**src/rtl/pstatus_pkg.sv**
```systemverilog
// Shared constants and helpers for the multi-channel status register bank.
// The address space is split into two regions of NCH registers each:
// status registers first, then the per-channel interrupt masks.
package pstatus_pkg;

  localparam int STA_BASE = 0;
  localparam int NCH_MAX  = 16;

  // The mask region starts right after the NCH status registers.
  function automatic int msk_base(input int nch);
    return nch;
  endfunction

  // True when an address falls into either mapped region.
  function automatic logic addr_ok(input int unsigned a, input int unsigned nch);
    return a < 2 * nch;
  endfunction

  // The address bus must reach every status and mask register.
  function automatic logic aw_ok(input int aw, input int nch);
    return (aw >= 1) && (aw < 31) && ((1 << aw) >= 2 * nch);
  endfunction

  function automatic logic nch_ok(input int nch);
    return (nch >= 1) && (nch <= NCH_MAX);
  endfunction

endpackage

```
**src/rtl/pstatus_ch.sv**
```systemverilog
// One status channel: status register (live or sticky), its interrupt mask
// and the combinational interrupt term the top level ORs and registers.
module pstatus_ch
  import pstatus_pkg::*;
#(
  parameter int WIDTH     = 8,
  parameter bit STICKY_EN = 1'b0
) (
  input  logic             clk,
  input  logic             rst_n,
  input  logic [WIDTH-1:0] sta_in,
  input  logic             sta_vld,
  input  logic             rd_hit,
  input  logic             wr_sta_hit,
  input  logic             wr_msk_hit,
  input  logic [WIDTH-1:0] wdata,
  output logic [WIDTH-1:0] sta_q,
  output logic [WIDTH-1:0] msk_q,
  output logic             irq_term
);

  logic [WIDTH-1:0] set_bits;
  logic [WIDTH-1:0] clr_bits;
  logic [WIDTH-1:0] sta_nxt;

  // Next status value: sticky channels clear what was read or written-1 and
  // then OR in new events, so an event arriving with a clear is never lost.
  always_comb begin
    set_bits = sta_vld ? sta_in : '0;
    clr_bits = (rd_hit ? sta_q : '0) | (wr_sta_hit ? wdata : '0);
    if (STICKY_EN) begin
      sta_nxt = (sta_q & ~clr_bits) | set_bits;
    end else begin
      sta_nxt = sta_vld ? sta_in : sta_q;
    end
  end

  // Status and mask registers; mask exists for live channels too.
  always_ff @(posedge clk) begin
    if (!rst_n) begin
      sta_q <= '0;
      msk_q <= '0;
    end else begin
      sta_q <= sta_nxt;
      if (wr_msk_hit) begin
        msk_q <= wdata;
      end
    end
  end

  // Only sticky channels can raise an interrupt.
  assign irq_term = STICKY_EN && (|(sta_q & msk_q));

endmodule

```
**src/rtl/pstatus_bank.sv**
```systemverilog
// Multi-channel status register bank on the up* CPU bus.
// Bus handshake: an access is one cycle of upen with uprs (read) or upws
// (write); read wins if both selects are high. upack answers exactly one
// cycle later for every access, mapped or not, with no wait states, so
// back-to-back accesses are legal. sta_vld is a per-channel valid with no
// ready: the bank accepts every update in the cycle it is presented.
module pstatus_bank
  import pstatus_pkg::*;
#(
  parameter int             WIDTH  = 8,
  parameter int             NCH    = 4,
  parameter int             AW     = 5,
  parameter logic [NCH-1:0] STICKY = '0
) (
  input  logic                 clk,
  input  logic                 rst_n,
  input  logic [NCH*WIDTH-1:0] sta_in,
  input  logic [NCH-1:0]       sta_vld,
  input  logic                 upen,
  input  logic                 uprs,
  input  logic                 upws,
  input  logic [AW-1:0]        upa,
  input  logic [WIDTH-1:0]     updi,
  output logic [WIDTH-1:0]     updo,
  output logic                 upack,
  output logic                 irq
);

  if (!aw_ok(AW, NCH) || !nch_ok(NCH)) begin : g_bad_cfg
    $error("pstatus_bank: NCH must be 1..16 and 2**AW must cover 2*NCH registers");
  end

  logic             rd_en;
  logic             wr_en;
  logic [NCH-1:0]   irq_terms;
  logic [WIDTH-1:0] sta_q [NCH];
  logic [WIDTH-1:0] msk_q [NCH];
  logic [WIDTH-1:0] rd_data;

  assign rd_en = upen & uprs;
  assign wr_en = upen & upws & ~uprs;

  for (genvar i = 0; i < NCH; i++) begin : g_ch
    pstatus_ch #(
      .WIDTH     (WIDTH),
      .STICKY_EN (STICKY[i])
    ) u_ch (
      .clk        (clk),
      .rst_n      (rst_n),
      .sta_in     (sta_in[i*WIDTH +: WIDTH]),
      .sta_vld    (sta_vld[i]),
      .rd_hit     (rd_en && (upa == AW'(STA_BASE + i))),
      .wr_sta_hit (wr_en && (upa == AW'(STA_BASE + i))),
      .wr_msk_hit (wr_en && (upa == AW'(msk_base(NCH) + i))),
      .wdata      (updi),
      .sta_q      (sta_q[i]),
      .msk_q      (msk_q[i]),
      .irq_term   (irq_terms[i])
    );
  end

  // Read mux over both regions; unmapped addresses read as zero.
  always_comb begin
    rd_data = '0;
    for (int i = 0; i < NCH; i++) begin
      if (32'(upa) == 32'(STA_BASE + i)) rd_data = sta_q[i];
      if (32'(upa) == 32'(msk_base(NCH) + i)) rd_data = msk_q[i];
    end
    if (!addr_ok(32'(upa), NCH)) rd_data = '0;
  end

  // Registered bus response and interrupt; updo holds between reads.
  always_ff @(posedge clk) begin
    if (!rst_n) begin
      updo  <= '0;
      upack <= 1'b0;
      irq   <= 1'b0;
    end else begin
      upack <= rd_en | wr_en;
      if (rd_en) begin
        updo <= rd_data;
      end
      irq <= |irq_terms;
    end
  end

endmodule

```
**config.mk**
```make
export PLATFORM = sky130hd
export DESIGN_NAME = pstatus_bank
export DESIGN_NICKNAME = d
export VERILOG_FILES = /design/src/rtl/pstatus_pkg.sv /design/src/rtl/pstatus_ch.sv /design/src/rtl/pstatus_bank.sv
export SDC_FILE = /design/constraint.sdc
export NUM_CORES = 1
export LEC_CHECK = 0
export BUFFER_PORTS_ARGS = -buffer_cell sky130_fd_sc_hd__buf_4
export CAP_MARGIN = 20
export CORE_ASPECT_RATIO = 0.9
export CORE_MARGIN = 2
export CORE_UTILIZATION = 45
export DETAILED_ROUTE_END_ITERATION = 8
export PLACE_DENSITY_LB_ADDON = 0.12
export SETUP_SLACK_MARGIN = 0.2
export SLEW_MARGIN = 15
export SYNTH_ARGS = -nofsm -noshare
export SYNTH_HDL_FRONTEND = slang
export SYNTH_SLANG_ARGS = --single-unit
```
**constraint.sdc**
```tcl
create_clock -name clk -period 3.5 [get_ports clk]
set_clock_uncertainty 0.1 [all_clocks]
set_input_delay 0.7 -clock clk [delete_from_list [all_inputs] [get_ports clk]]
set_output_delay 0.7 -clock clk [all_outputs]
set_load 0.005 [all_outputs]
```
### After elaboration in Yosys (flattened, before gate mapping)

Cells that the tools add are included.

* register bits: 73
* input bits: 54
* output and inout port bits: 10
* logic and storage cells: 37

* $lt $le $gt $ge: 1
* eq/ne operators: 7
* muxes and demuxes: 9
* bitwise operators: 5
* reduce and logical (&&, ||, !) cells: 5

Operators by type and width (count)
* $mux 8: 9
* $eq 5x3->1 const B: 4
* $eq 5x2->1 const B: 2
* $eq 5x1->1 const B: 1
* $logic_not 5->1: 1
* $lt 5x4->1 const B: 1
* $logic_and 1x1->1: 4
* $and 1x1->1: 3
* $not 1->1: 1
* $or 1x1->1: 1

### Logic depth before layout (Yosys ltp)

* depth in word-level cells: 10
* mapped depth: 7

### Hierarchy

Synthesis repeated with hierarchy kept, for this count alone.

* cells, all modules: 375
* area, all modules: 3646.0 um2

Modules (own cells, without submodules)
* pstatus_ch: times used 4, cells each 53, area an instance 619.3 um2, seq. area each 320.3 um2
* pstatus_bank: times used 1, cells each 163, area an instance 1168.6 um2, seq. area each 200.2 um2

### Worst setup path after synthesis

No wires, ideal clock.

* kind: in2reg
* start point: in upa[3]
* end point: reg g_ch[0].u_ch.msk_q[0]
* setup time: 116 ps
* data arrival time: 2019 ps
* setup slack: 1265 ps
* stages on the path: 6
* cell sequence: or3b_1 -> buf_2 -> or4_4 -> buf_6 -> mux2i_1 -> nor2b_1

* longest elaborated chain between the ends: 2

Ends and longest elaborated chain
* from (decl): line pstatus_bank.sv:22 `input logic [AW-1:0] upa,`
* $eq 5x3->1: line pstatus_bank.sv:54 `.wr_msk_hit (wr_en && (upa == AW'(msk_base(NCH) + i))),`
* $logic_and 1x1->1: line pstatus_bank.sv:54
* to (signal assigned): line pstatus_ch.sv:46 `msk_q <= wdata;`
* to (decl): line pstatus_ch.sv:18 `output logic [WIDTH-1:0] msk_q,`

No other way between the ends.
A chain may end at the register's enable or synchronous reset.

### Final worst setup path

* start point: in upa[0]
* end point: reg g_ch[3].u_ch.msk_q[5]

* longest elaborated chain between the ends: 2

Ends and longest elaborated chain (line)
* $eq 5x3->1: pstatus_bank.sv:54
* $logic_and 1x1->1: pstatus_bank.sv:54
* to (signal assigned): pstatus_ch.sv:46
* to (decl): pstatus_ch.sv:18

No other way between the ends.

==> results.yml <==
timing:
  fmax_mhz: 442.0
  finalSetupViolations: 0
  hold_viol_final: 0
  worst_slew_pin_slew_ps: 844.4
  fin_crit_sh_pct: 64.65
  fin_crit_ps: 2263
  final_max_slew_viol_count: 0
  rsz0062_at_grt: "no"
  relSlewSlack_pct: 43.40
  tns_ps: 0
worst_setup_path:
  crit_end: "g_ch[3].u_ch.msk_q[5]"
  worstSetupPathType: "primary input to flip-flop"
  arrival_ps: 2400
  crit_path_start: "upa[0]"
  r2r_setup_slack_ps: 1970
  required_ps: 3640
  r2r-end: "updo[2]"
  crit_fanout: 47
  critPathCaptureType: "flip-flop"
  startpoint_type: "primary input"
  reg2reg_depth: 4
  regToRegStartpoint: "g_ch[0].u_ch.sta_q[2]"
power:
  p_leak_nw: 1.700
  p_int_mw: 1.366
  ir_drop_v: 0.0002260
  powerDensity_nw_per_um2: 422.5
  p_sw_mw: 0.4237
  power.share.clock_pct: 41.7
  combPwrFrac_pct: 9.9
  power_frac_seq_pct: 48.4
  power_switching_share_pct: 23.67
logic_synthesis:
  yosys-top-cells-area: "dfxtp_1, mux2i_1, nor2b_1, nor2_1, clkbuf_1"
  synth.avg_cell_area_um2: 9.348
  synthFlopType: "dfxtp_1"
  syn_nets: 432
  ys_warn_count: 0
  ys_seq_area_share_pct: 41.36
  synthTopCellsByCount: "dfxtp_1, mux2i_1, nor2b_1, nor2_1, clkbuf_1"
  synth_area_um2: 3533
  synth-edff-count: 0
  synth.distinct_cells: 39
  async_flop_share_pct: 0
  synth_top_cell_area_share_pct: 41.36
  ys_ff_latch: 73
  synth.most_common_cell: "dfxtp_1"
  synth_cells: 378
  synth_top_area_cell: "dfxtp_1"
cts:
  cts_resized: 0
  clk_latency_ps: 350
  cts_sinks: 73
  cts_buffer_depth: 2
  cts_hold_buf: 0
  cts.clk_slew.worst_paths_ps: 80
  cts_tree: "done"
  cts_inserted_buffers: 9
  cts_setup_buffers: 0
  ctsHtreeMaxLevel: 3
  cts-root-buf: "clkbuf_8"
job:
  cap_violations: 0
final_layout:
  nNetsFinal: 477
  drive_gt1_share_pct: 21.03
  layout.cells.non_filler: 524
  n_antenna_cell: 0
  syn2layout_area_growth_pct: 19.90
placed_design:
  io_buffers: 62
  dp_cells: 508
  dp_hpwl_mm: 5.916
  place_congestion: 0.7579
floorplan:
  die_y_um: 88.07
  row_count: 30
  core_area_um2: 7582
  dieArea_um2: 8578
  initial_utilization_pct: 46.60
  die_width_um: 97.41
  io_pins: 64
global_routing:
  grtUsageTotal_pct: 20.10
  antenna_found_initial: 0
  grt_pass1_vias: 2643
  grt_pass1_wl_mm: 13.56
  grt_max_degree: 70
  grt_remaining_overflow: 0
drt:
  detail_route.iter0.violations: 119
  met2_length_mm: 3.695
  wl_per_cell_um: 15.86
  via_per_inst: 5.324
  top_layer: "met4"
  finalWirelength_mm: 8.313
  wl_met3_um: 441
  drcViolationCount: 0
  wl_met1_mm: 4.071
  ant_nets: 0
  routed-via-count: 2790
  drtPass1Iterations: 4
hold_path:
  hp-class: "flip-flop to flip-flop"
run_status:
  outcome: "complete, no violations"
[per-layer routing]
metal	track usage, %	vias to the layer above
li1	-	1412
met4	5.934	0
met3	5.188	6
met1	27.32	1296
met2	31.91	76
met5	0	-
[state kept, by name, summed over array words and instances, names as in the netlist]
register         count
g_ch.u_ch.msk_q     32
g_ch.u_ch.sta_q     32
upack                1
updo                 8
[through the flow]
step	hold slack, ps	area [um2]	util [%]	power [mW]	setup WS (ps)
after floorplan	364.4	3533	-	0.9868	1265
after global placement	358.3	4010	52.89	1.062	993.1
after detailed placement	368.4	4010	52.89	1.064	943.7
after CTS	386.2	4237	55.87	1.811	1295
after global routing	409.2	4237	55.87	1.862	1124
final	381.9	4237	55.87	1.790	1237
[how the worst min path moves through the flow]
stage / start / to / cells past startpoint
after CTS: updo[7] / updo[7] / 2
after global routing: updo[7] / updo[7] / 2
after floorplan: updo[0] / updo[0] / 2
after global placement: updo[6] / updo[6] / 2
after detailed placement: updo[7] / updo[7] / 2
final: updo[6] / updo[6] / 2
[cell type report]
class	count	area, um2
fill	721	3346
multi-input combinational	267	1914
sequential	73	1461
timing repair buffer	65	488.0
clock buffer	10	137.6
tap	96	120.1
clock inverter	6	88.84
inverter	7	26.28
[kinds of logic after synthesis]
| kind of cell | synth area share [%] |
|---|---|
| muxes | 18.98 |
| and+or+nand+nor | 25.35 |
| other | 0.1061 |
| DFF | 41.36 |
| buffers and inverters | 4.639 |
| AOI/OAI and AO/OA | 9.561 |
[power groups by stage]
stage	clock network (mW)	registers (mW)	logic (mW)
final	0.746	0.867	0.177
after CTS	0.766	0.867	0.178
after detailed placement	0	0.886	0.177
after floorplan	0	0.882	0.105
after global routing	0.799	0.869	0.194
after global placement	0	0.886	0.176
[cells in the final DEF (no fill, tap or decap), drive strengths merged, types with 2 or more instances in the layout]
master	count
a211oi	6
a21oi	11
a2bb2oi	2
a31oi	2
a32oi	6
and2	3
buf	65
bufinv	2
clkbuf	10
clkinvlp	2
dfxtp	73
inv	8
mux2i	67
nand2	16
nand2b	8
nand3	2
nand3b	8
nor2	21
nor2b	66
nor3	10
nor4b	2
nor4bb	2
o211ai	6
o21ai	4
o311ai	7
or3	3
or3b	6
[worst max-delay path, stage by stage]
cell and delay (ps):
buf_4 370, nand3b_1 270, nor3_2 700, mux2i_1 270, nor2b_1 60
Note: power is estimated with default switching activity, not from simulation.
